[src/rtl/tx_dac_envelope_if.sv]
// Bus between the TX mixer side and the DAC envelope stage.
// Streaming contract: there is no valid/ready pair. The upstream side presents
// one i_data sample on every clk and the stage accepts it unconditionally;
// dac_data/clip present one result on every clk, two clocks after its sample.
// state and gain are read-only debug views of the envelope controller.
interface tx_dac_envelope_if;
   logic               tx_en;
   logic signed [12:0] i_data;
   logic signed [11:0] dac_data;
   logic               dac_txen;
   logic               clip;
   logic               busy;
   logic [1:0]         state;
   logic [7:0]         gain;

   modport master (
      output tx_en, i_data,
      input  dac_data, dac_txen, clip, busy, state, gain
   );

   modport slave (
      input  tx_en, i_data,
      output dac_data, dac_txen, clip, busy, state, gain
   );
endinterface

[src/rtl/tx_dac_envelope.sv]
// TX DAC output stage: linear gain envelope on PTT edges (anti key-click),
// 2-clock multiply/saturate pipeline to the 12-bit AD9866 TX DAC word.
module tx_dac_envelope #(
   parameter int unsigned PRESCALE = 300
) (
   input logic             clk,
   input logic             rst,
   tx_dac_envelope_if.slave bus
);

   typedef enum logic [1:0] {IDLE = 2'd0, RAMPUP = 2'd1, ON = 2'd2, RAMPDN = 2'd3} state_t;

   localparam logic [15:0] PS_LAST = 16'(PRESCALE - 1);

   state_t             state, state_nxt;
   logic [7:0]         gain, gain_nxt;
   logic [15:0]        pcnt, pcnt_nxt;
   logic               step;
   logic               txen_d;
   logic signed [21:0] i_ext, g_ext, prod;
   logic signed [13:0] p_nxt, p_reg;
   logic signed [11:0] sat_d;
   logic               clip_d;

   // A gain step is due when the prescaler reaches its last count.
   assign step = (pcnt == PS_LAST);

   assign bus.state = state;
   assign bus.gain  = gain;

   // State, gain and prescaler registers.
   always_ff @(posedge clk or negedge rst) begin
      if (!rst) begin
         state <= IDLE;
         gain  <= '0;
         pcnt  <= '0;
      end else begin
         state <= state_nxt;
         gain  <= gain_nxt;
         pcnt  <= pcnt_nxt;
      end
   end

   // Next-state logic: tx_en changes win over a pending step; gain saturates at 0/255.
   always_comb begin
      state_nxt = state;
      gain_nxt  = gain;
      pcnt_nxt  = '0;
      case (state)
         IDLE: begin
            gain_nxt = '0;
            if (bus.tx_en) state_nxt = RAMPUP;
         end
         RAMPUP: begin
            if (!bus.tx_en) begin
               state_nxt = RAMPDN;
            end else if (step) begin
               if (gain != 8'd255) gain_nxt = gain + 8'd1;
               if (gain >= 8'd254) state_nxt = ON;
            end else begin
               pcnt_nxt = pcnt + 16'd1;
            end
         end
         ON: begin
            gain_nxt = 8'd255;
            if (!bus.tx_en) state_nxt = RAMPDN;
         end
         RAMPDN: begin
            if (bus.tx_en) begin
               state_nxt = RAMPUP;
            end else if (step) begin
               if (gain != 8'd0) gain_nxt = gain - 8'd1;
               if (gain <= 8'd1) state_nxt = IDLE;
            end else begin
               pcnt_nxt = pcnt + 16'd1;
            end
         end
         default: state_nxt = IDLE;
      endcase
   end

   // Output decode: transmitter is enabled in every state except IDLE.
   always_comb begin
      txen_d = (state != IDLE);
   end

   // Registered status outputs, one clock behind the state register.
   always_ff @(posedge clk or negedge rst) begin
      if (!rst) begin
         bus.dac_txen <= 1'b0;
         bus.busy     <= 1'b0;
      end else begin
         bus.dac_txen <= txen_d;
         bus.busy     <= txen_d;
      end
   end

   // Stage 1 arithmetic: unity gain bypasses the multiply, otherwise round half up.
   always_comb begin
      i_ext = {{9{bus.i_data[12]}}, bus.i_data};
      g_ext = {14'd0, gain};
      prod  = i_ext * g_ext + 22'sd128;
      if (gain == 8'd255) p_nxt = {bus.i_data[12], bus.i_data};
      else                p_nxt = 14'(prod >>> 8);
   end

   // Stage 2 arithmetic: saturate the scaled sample to the 12-bit DAC range.
   always_comb begin
      if (p_reg > 14'sd2047) begin
         sat_d  = 12'h7FF;
         clip_d = 1'b1;
      end else if (p_reg < -14'sd2048) begin
         sat_d  = 12'h800;
         clip_d = 1'b1;
      end else begin
         sat_d  = p_reg[11:0];
         clip_d = 1'b0;
      end
   end

   // Datapath pipeline registers; dac_data and clip always move together.
   always_ff @(posedge clk or negedge rst) begin
      if (!rst) begin
         p_reg        <= '0;
         bus.dac_data <= '0;
         bus.clip     <= 1'b0;
      end else begin
         p_reg        <= p_nxt;
         bus.dac_data <= sat_d;
         bus.clip     <= clip_d;
      end
   end

endmodule

[src/flat_wrapper.sv]
// flat-port wrapper written by rule: the top's interface ports become plain ports
module tx_dac_envelope_flat 
#(
   parameter int unsigned PRESCALE = 300
)
  (clk, rst, bus_tx_en, bus_i_data, bus_dac_data, bus_dac_txen, bus_clip, bus_busy, bus_state, bus_gain);
  tx_dac_envelope_if bus_i ();
  input logic clk;
  input logic rst;
  input wire logic [$bits(bus_i.tx_en)-1:0] bus_tx_en;
  input wire logic [$bits(bus_i.i_data)-1:0] bus_i_data;
  output wire logic [$bits(bus_i.dac_data)-1:0] bus_dac_data;
  output wire logic [$bits(bus_i.dac_txen)-1:0] bus_dac_txen;
  output wire logic [$bits(bus_i.clip)-1:0] bus_clip;
  output wire logic [$bits(bus_i.busy)-1:0] bus_busy;
  output wire logic [$bits(bus_i.state)-1:0] bus_state;
  output wire logic [$bits(bus_i.gain)-1:0] bus_gain;
  assign bus_i.tx_en = bus_tx_en;
  assign bus_i.i_data = bus_i_data;
  assign bus_dac_data = bus_i.dac_data;
  assign bus_dac_txen = bus_i.dac_txen;
  assign bus_clip = bus_i.clip;
  assign bus_busy = bus_i.busy;
  assign bus_state = bus_i.state;
  assign bus_gain = bus_i.gain;
  tx_dac_envelope #(.PRESCALE(PRESCALE)) u_core (.clk(clk), .rst(rst), .bus(bus_i));
endmodule
[config.mk]
export PLATFORM = sky130hd
export DESIGN_NAME = tx_dac_envelope_flat
export DESIGN_NICKNAME = d
export VERILOG_FILES = /design/src/rtl/tx_dac_envelope_if.sv /design/src/rtl/tx_dac_envelope.sv /design/src/flat_wrapper.sv
export SDC_FILE = /design/constraint.sdc
export NUM_CORES = 1
export LEC_CHECK = 0
export BUFFER_PORTS_ARGS = -buffer_cell sky130_fd_sc_hd__buf_4
export CORE_AREA = 2 2 114 139
export CTS_CLUSTER_DIAMETER = 30
export CTS_CLUSTER_SIZE = 25
export DETAILED_ROUTE_END_ITERATION = 6
export DIE_AREA = 0 0 116 141
export GPL_ROUTABILITY_DRIVEN = 0
export PLACE_DENSITY = 0.63
export SLEW_MARGIN = 15
export SYNTH_ARGS = -nofsm -noshare
export SYNTH_HDL_FRONTEND = slang
export SYNTH_SLANG_ARGS = --single-unit
[constraint.sdc]
create_clock -name clk -period 9.48 [get_ports clk]
set_input_delay 0 -clock clk [delete_from_list [all_inputs] [get_ports clk]]
set_output_delay 0 -clock clk [all_outputs]
set_load 0.01 [all_outputs]
==> results of run 1 <==
## kinds of logic (layout without fill, tap and decap cells)
family,count (synthesis),count (layout),synth area share (%)
compound gates,94,94,8.98
xor+xnor,31,31,4.09
fa+ha+maj,148,148,37.4
buf+inv,122,133,7.01
flops,54,54,20.4
mux,3,3,0.566
simple gates,286,286,21.6
## worst max path at each step
stage | to | slack [ns]
floorplan | u_core.p_reg[11] | 3.91
global placement | u_core.p_reg[11] | 3.92
detailed placement | u_core.p_reg[11] | 3.85
CTS | u_core.p_reg[11] | 3.85
global route | u_core.p_reg[11] | 3.55
finish | u_core.p_reg[11] | 3.84
## layout by cell type, fill, tap and decap left out, drive strengths merged, types with 16 or more instances in the layout
master / netlist / routed
inv: 80 / 81
a21oi: 42 / 42
nand2: 84 / 84
buf: 10 / 44
o21ai: 16 / 16
dfrtp: 54 / 54
fa: 84 / 84
nor2: 61 / 61
ha: 64 / 64
and2: 58 / 58
xnor2: 17 / 17
nand3: 18 / 18
## metrics by stage
step                instance area [um^2]  setup slack, ns  hold slack [ns]
floorplan                           6640             3.91           -0.296
global placement                    7060             3.92           0.0787
detailed placement                  7060             3.85           0.0874
CTS                                 7240             3.85          0.00723
global route                        7240             3.55           0.0549
finish                              7240             3.84           0.0115
## worst max-delay path, delay by kind of cell (launching register included)
kind	cells	cell delay (ns)
buf+inv	3	0.16
simple gates	2	0.26
compound gates	4	1.09
flops	1	0.91
mux	1	0.30
fa+ha+maj	6	2.87
## cell type report
type	count	area, um^2	area share, %
multi-input cells	562	4820	66.5
flip-flops and latches	54	1350	18.7
well taps	208	260	3.59
inverters	80	300	4.15
clock inverters	3	47.5	0.656
repair buffers	45	340	4.70
clock buffers	5	125	1.73
## per-layer routing
| metal | up-vias | wire length [um] | global-route usage (%) |
|---|---|---|---|
| met5 | - | 0 | 0 |
| met4 | 0 | 206 | 5.39 |
| met3 | 16 | 514 | 1.38 |
| met2 | 117 | 7600 | 33.3 |
| met1 | 2506 | 6510 | 25.6 |
| li1 | 2407 | - | - |
## repair_timing
item / in CTS / in global routing
endpoints found under the setup margin: 0 / 0
hold buffers: 1 / 0
gates resized for setup: 0 / 0
hold endpoints to repair: 54 / 0
==> impl_metrics.py, run 1 <==
metrics = {
    "run_status": {
        "outcome": "complete, no violations",
    },
    "critical_path": {
        "path_class": "flip-flop to flip-flop",
        "startpoint": "u_core.bus.gain[2]",
        "crit_chain": "nand2_1, fa_1, inv_1, fa_1, inv_1, fa_1, inv_1, fa_1, fa_1, ha_1, a21o_1, a221o_1, a31o_4, a211o_2, mux2_4, nor2_1",
        "rr_startpoint": "u_core.bus.gain[2]",
        "start_kind": "flip-flop",
        "reg2reg_slack_ns": 3.84,
        "r2r_end": "u_core.p_reg[11]",
        "crit_slowest_cell": "dfrtp_1",
        "cp_max_fo": 25,
        "worstPathArrival_ns": 5.87,
        "cp_common_cell": "fa_1",
        "worstPathRequired_ns": 9.71,
        "r2r_cells": 16,
        "endpoint_kind": "flip-flop",
        "cpPeakStageDelay_ns": 0.91,
    },
    "cells_and_area": {
        "area_growth_pct": 9.16,
        "antenna_cells": 0,
        "layout.nets": 912,
        "num-fill-cells": 1461,
        "final_cells": 957,
        "drive_gt1_share_pct": 8.41,
        "post-route-util_pct": 47.8,
        "largest_reg_flops": 16,
    },
    "clock_tree": {
        "cts_buffers": 5,
        "clock_sinks": 54,
        "cts_buffer_depth": 2,
        "cts_tree": "built",
        "cts_setup_buffers": 0,
        "path_clk_slew_ns": 0.07,
        "clock_latency_ns": 0.29,
        "root_buffer": "clkbuf_16",
        "h-tree-depth": 2,
    },
    "logic_synthesis": {
        "syn_inst": 738,
        "syn_area_um2": 6640,
        "synth_top_area_share_pct": 25.3,
        "yosys.area.top_type": "fa_1",
        "synth.distinct_cells": 51,
        "ys.flop_type": "dfrtp_1",
        "ys.warnings.count": 0,
        "synth_edf_count": 0,
        "synth_area_per_cell_um2": 8.99,
        "syn_nets": 902,
        "synth_common_cells": "84 x fa_1, 84 x nand2_1, 80 x inv_1",
        "synth.area.top_cells": "fa_1 25%, dfrtp_1 20%, ha_1 12%, and2_1 5.5%, nand2_1 4.8%",
        "synth-seq-area-share_pct": 20.4,
        "async_flop_share_pct": 100,
        "ys_seq_elements": 54,
    },
    "routing": {
        "vias": 5046,
        "routed_wl_mm": 14.8,
        "drtIter0Drc": 213,
        "vias_per_cell": 5.27,
        "first_pass_iters": 5,
        "avgRoutedWirePerCell_um": 15.5,
        "ant_nets": 0,
        "drc": 0,
    },
    "sta": {
        "period_minus_slack_ns": 5.64,
        "max_freq_mhz": 177,
        "final.period_utilization_pct": 59.5,
        "drv_slew": 0,
        "finalHoldViolations": 0,
        "timing.setup.tns_ns": 0,
        "worst_slew_pin_slew_ns": 0.870,
        "max-slew-margin-rel_pct": 42.0,
        "finClkSkew_ns": 0.00692,
        "setup_viol": 0,
        "grt_setup_unrepaired": "no",
    },
    "die": {
        "coreArea_um2": 15100,
        "dieArea_um2": 16400,
        "die_width_um": 116,
        "start_util_pct": 43.8,
        "rows": 50,
        "chipHeight_um": 141,
        "ios": 41,
    },
    "global_route": {
        "track_usage_pct": 19.2,
        "grt_max_degree": 55,
        "grt_pass1_vias": 5293,
        "grt_pass1_wl_mm": 25.5,
        "antenna_found_initial": 0,
        "grt.overflow.total": 0,
    },
    "hold_path": {
        "hold_path.startpoint": "bus_i_data[8]",
        "holdPathEnd": "u_core.p_reg[8]",
        "min_path_type": "input pin to flip-flop",
        "min_delay_path_depth": 3,
    },
    "run": {
        "maxCapViolations": 0,
    },
    "place": {
        "dp.cells": 948,
        "io_buffer_count": 40,
        "dp_hpwl_mm": 11.4,
    },
}
Power of run 1 is left out: the tool's default activity adds up to more than one toggle a clock period on the data nets, which glitch-free logic cannot reach.
==> run 2, diff against run 1 <==
==> constraint.sdc (replaced) <==
create_clock -name clk -period 5.35 [get_ports clk]
set_input_delay 0 -clock clk [delete_from_list [all_inputs] [get_ports clk]]
set_output_delay 0 -clock clk [all_outputs]
set_load 0.01 [all_outputs]
==> impl_metrics.py, run 2 (synthesized netlist as in run 1, its figures left out) <==
metrics = {
    "sta": {
        "final.period_utilization_pct": 95.8,
        "period_minus_slack_ns": 5.12,
        "max_freq_mhz": 195,
        "finClkSkew_ns": 0.0106,
        "drv_slew": 0,
        "max-slew-margin-rel_pct": 53.4,
        "grt_setup_unrepaired": "no",
        "timing.setup.tns_ns": 0,
        "setup_viol": 0,
        "finalHoldViolations": 0,
        "fin_ws_ns": 0.226,
        "worst_slew_pin_slew_ns": 0.699,
    },
    "hold_path": {
        "hold_path.startpoint": "bus_i_data[2]",
        "min_path_type": "input pin to flip-flop",
    },
    "clock_tree": {
        "cts_buffers": 5,
        "path_clk_slew_ns": 0.08,
        "cts_tree": "built",
        "h-tree-depth": 2,
        "clock_latency_ns": 0.30,
        "cts_buffer_depth": 2,
        "root_buffer": "clkbuf_16",
        "clock_sinks": 54,
    },
    "cells_and_area": {
        "drive_gt1_share_pct": 10.2,
        "area_growth_pct": 10.1,
        "layout.nets": 921,
        "final_cell_mix": "84 x nand2_1, 82 x fa_1, 80 x inv_1, 64 x ha_1, 61 x nor2_1",
        "num-fill-cells": 1471,
        "layout_commonest_cell": "nand2_1",
        "multiInputGateArea_um2": 4830,
        "antenna_cells": 0,
        "final_cells": 966,
        "largest_reg_flops": 16,
        "post-route-util_pct": 48.3,
        "seqCellArea_um2": 1350,
    },
    "global_route": {
        "grt_max_degree": 55,
        "track_usage_pct": 19.4,
        "grt.overflow.total": 0,
        "grt_pass1_vias": 5202,
        "grt_pass1_wl_mm": 25.3,
        "antenna_found_initial": 0,
    },
    "routing": {
        "ant_nets": 0,
        "avgRoutedWirePerCell_um": 15.9,
        "first_pass_iters": 4,
        "vias_per_cell": 5.21,
        "routed_wl_mm": 15.3,
        "drtIter0Drc": 281,
        "vias": 5030,
        "drc": 0,
    },
    "die": {
        "ios": 41,
        "chipHeight_um": 141,
        "die_width_um": 116,
        "start_util_pct": 43.8,
        "coreArea_um2": 15100,
        "rows": 50,
        "dieArea_um2": 16400,
    },
    "critical_path": {
        "endpoint_kind": "flip-flop",
        "start_kind": "flip-flop",
        "path_class": "flip-flop to flip-flop",
        "cp_common_cell": "fa_1",
        "cpPeakStageDelay_ns": 0.53,
        "cp_max_fo": 22,
        "crit_chain": "buf_4, and2_1, fa_1, ha_1, inv_1, fa_1, inv_1, fa_1, fa_1, ha_1, a21o_1, a221o_1, a31o_4, a211o_2, mux2_4, nor2_1",
        "crit_slowest_cell": "fa_1",
        "worstPathArrival_ns": 5.36,
        "rr_startpoint": "u_core.bus.gain[5]",
        "worstPathRequired_ns": 5.58,
        "startpoint": "u_core.bus.gain[5]",
    },
    "run": {
        "maxCapViolations": 0,
    },
    "place": {
        "dp_slack_ns": 0.178,
        "dp.cells": 956,
        "io_buffer_count": 40,
        "dp_hpwl_mm": 12.3,
    },
    "run_status": {
        "outcome": "complete, no violations",
    },
}
[run 2: cell types whose count changed in the layout (fill, tap and decap cells not counted), sizes merged]
cell	change
bufinv	-1
buf	+9
clkinv	+1
[run 2: worst paths after layout]
path,cells past startpoint,slack (ns),to
min reg2reg,1,0.50,u_core.pcnt[0]
max,16,0.23,u_core.p_reg[11]
min,3,0.02,u_core.p_reg[2]
min in group asynchronous,2,0.29,u_core.bus.clip
max reg2reg,16,0.23,u_core.p_reg[11]
max in group asynchronous,2,4.57,u_core.bus.gain[3]
[run 2: critical path: cells and delay by family, from the launching register on]
| family | cells | cell delay [ns] |
|---|---|---|
| mux | 1 | 0.30 |
| simple gates | 2 | 0.28 |
| buf+inv | 3 | 0.33 |
| compound gates | 4 | 1.11 |
| fa+ha+maj | 6 | 2.64 |
| flops | 1 | 0.39 |
[run 2: layout make-up]
cell class / instances / area share [%]
Tap cell: 208 / 3.56
Sequential cell: 54 / 18.5
Timing Repair Buffer: 54 / 5.58
Inverter: 80 / 4.11
Clock buffer: 5 / 1.71
Multi-Input combinational cell: 562 / 66.1
Clock inverter: 3 / 0.394
[run 2: timing repair]
item                       in CTS  in global routing
hold endpoints to repair       54                  0
resized for setup               0                  4
setup endpoints to repair       0                  4
buffers inserted                0                  1
hold buffers                    1                  0
[run 2: per-layer routing]
layer,vias up,track usage (%),routed length (um)
li1,2426,-,-
met4,0,4.76,252
met1,2496,25.1,6610
met5,-,0,0
met2,89,34.7,7890
met3,19,1.93,590
[run 2: stage by stage]
step                      cell area [um^2]  hold WS [ns]
after global routing                  7310        0.0469
after global placement                7120        0.0845
after detailed placement              7120        0.0978
after CTS                             7290       0.00853
final                                 7310        0.0152
after floorplan                       6650        -0.296
Power of run 2 is left out for the same reason.
==> run 3, diff against run 2 <==
--- a/config.mk
+++ b/config.mk
@@ -12,6 +12,7 @@
 export DETAILED_ROUTE_END_ITERATION = 6
 export DIE_AREA = 0 0 116 141
 export GPL_ROUTABILITY_DRIVEN = 0
+export GPL_TIMING_DRIVEN = 0
 export PLACE_DENSITY = 0.63
 export SLEW_MARGIN = 15
 export SYNTH_ARGS = -nofsm -noshare
==> impl_metrics.py, run 3 (synthesized netlist as in run 1, its figures left out) <==
metrics = {
    "run_status": {
        "outcome": "complete, no violations",
    },
    "routing": {
        "avgRoutedWirePerCell_um": 16.0,
        "first_pass_iters": 5,
        "drc": 0,
        "routed_wl_mm": 16.0,
        "vias_per_cell": 5.25,
        "vias": 5252,
        "drtIter0Drc": 389,
        "ant_nets": 0,
    },
    "sta": {
        "drv_slew": 0,
        "setup_viol": 0,
        "worst_slew_pin_slew_ns": 0.670,
        "final.period_utilization_pct": 97.3,
        "finClkSkew_ns": 0.00862,
        "max-slew-margin-rel_pct": 55.3,
        "finalHoldViolations": 0,
        "period_minus_slack_ns": 5.21,
        "max_freq_mhz": 192,
    },
    "die": {
        "die_width_um": 116,
        "ios": 41,
        "rows": 50,
        "dieArea_um2": 16400,
        "coreArea_um2": 15100,
        "start_util_pct": 43.8,
        "chipHeight_um": 141,
    },
    "place": {
        "dp_hpwl_mm": 12.6,
        "io_buffer_count": 35,
        "dp.cells": 981,
    },
    "hold_path": {
        "min_path_type": "input pin to flip-flop",
        "min_delay_path_depth": 3,
    },
    "cells_and_area": {
        "final_cell_mix": "84 x nand2_1, 81 x fa_1, 79 x inv_1, 61 x nor2_1, 60 x ha_1",
        "layout_commonest_cell": "nand2_1",
        "drive_gt1_share_pct": 11.9,
        "antenna_cells": 0,
        "area_growth_pct": 14.2,
        "final_cells": 1000,
        "largest_reg_flops": 16,
        "num-fill-cells": 1438,
        "layout.nets": 955,
    },
    "clock_tree": {
        "cts_tree": "built",
        "cts_buffer_depth": 2,
        "path_clk_slew_ns": 0.07,
        "clock_latency_ns": 0.30,
        "root_buffer": "clkbuf_16",
        "cts_buffers": 5,
        "clock_sinks": 54,
        "h-tree-depth": 2,
    },
    "critical_path": {
        "r2r_cells": 18,
        "worstPathArrival_ns": 5.43,
        "start_kind": "flip-flop",
        "endpoint_kind": "flip-flop",
        "cp_max_fo": 10,
        "path_class": "flip-flop to flip-flop",
        "worstPathRequired_ns": 5.57,
    },
    "global_route": {
        "track_usage_pct": 20.4,
        "grt.overflow.total": 0,
        "antenna_found_initial": 0,
        "grt_pass1_vias": 5591,
        "grt_pass1_wl_mm": 26.7,
        "grt_max_degree": 55,
    },
    "run": {
        "maxCapViolations": 0,
    },
}
run 3: cell types whose count changed in the layout (fill, tap and decap cells not counted), sizes merged:
cell and delta:
clkinvlp +1, clkbuf +22, buf +12, inv -1
run 3: repair_timing:
item                                    in CTS  in global routing
hold buffers                                 1                  0
pin swaps                                    1                  4
gates resized for setup                     22                 17
buffers inserted                             3                 11
gates cloned                                 0                  1
endpoints found under the setup margin      12                  7
endpoints found under the hold margin       54                  0
run 3: area by class of cell:
class,instances,area [um^2],area share [%]
inverters,80,303,3.99
flip-flops and latches,54,1350,17.9
well taps,208,260,3.43
plain buffers,37,214,2.82
repair buffers,51,415,5.48
clock buffers,5,125,1.65
multi-input cells,562,4890,64.5
clock inverters,3,21.3,0.281
run 3: path summary, 6_finish.rpt:
kind | endpoint | slack, ns | startpoint
min in group asynchronous | u_core.pcnt[6] | 0.29 | rst
worst min register to register | u_core.pcnt[0] | 0.48 | u_core.pcnt[0]
worst max-delay path | u_core.p_reg[11] | 0.14 | u_core.bus.gain[1]
max in group asynchronous | u_core.bus.gain[2] | 4.59 | rst
worst min-delay path | u_core.p_reg[6] | 0.06 | bus_i_data[6]
worst max register to register | u_core.p_reg[11] | 0.14 | u_core.bus.gain[1]
run 3: critical path, cell delays in order, from the launching register on:
cell and delay (ns):
dfrtp_1 0.37, buf_6 0.16, buf_8 0.15, nand2_1 0.07, fa_1 0.48, inv_1 0.05, fa_1 0.49, inv_1 0.05
fa_1 0.48, inv_1 0.05, fa_1 0.47, fa_1 0.57, ha_4 0.23, a21o_1 0.16, a221o_1 0.34, a31o_4 0.25
a211o_4 0.36, mux2_4 0.30, nor2_1 0.10
run 3: per-layer routing:
layer,share of wire [%],global-route usage (%)
met5,0,0
met4,1.8,5.26
met3,2.8,1.29
met2,53,38.0
met1,43,25.2
run 3: metrics by stage:
stage          setup TNS [ns]  setup slack, ns  hold WS, ns  cell area (um^2)  utilization, %
6_report                    0            0.142       0.0603              7580            50.1
5_1_grt              -0.00299         -0.00299       0.0639              7580            50.1
4_1_cts                     0          0.00194       0.0493              7400            48.9
3_5_place_dp            -3.11           -0.479       0.0823              7170            47.3
3_3_place_gp            -2.62           -0.444       0.0720              7170            47.3
2_1_floorplan               0          0.00258       -0.296              6650               -
Power of run 3 is left out for the same reason.
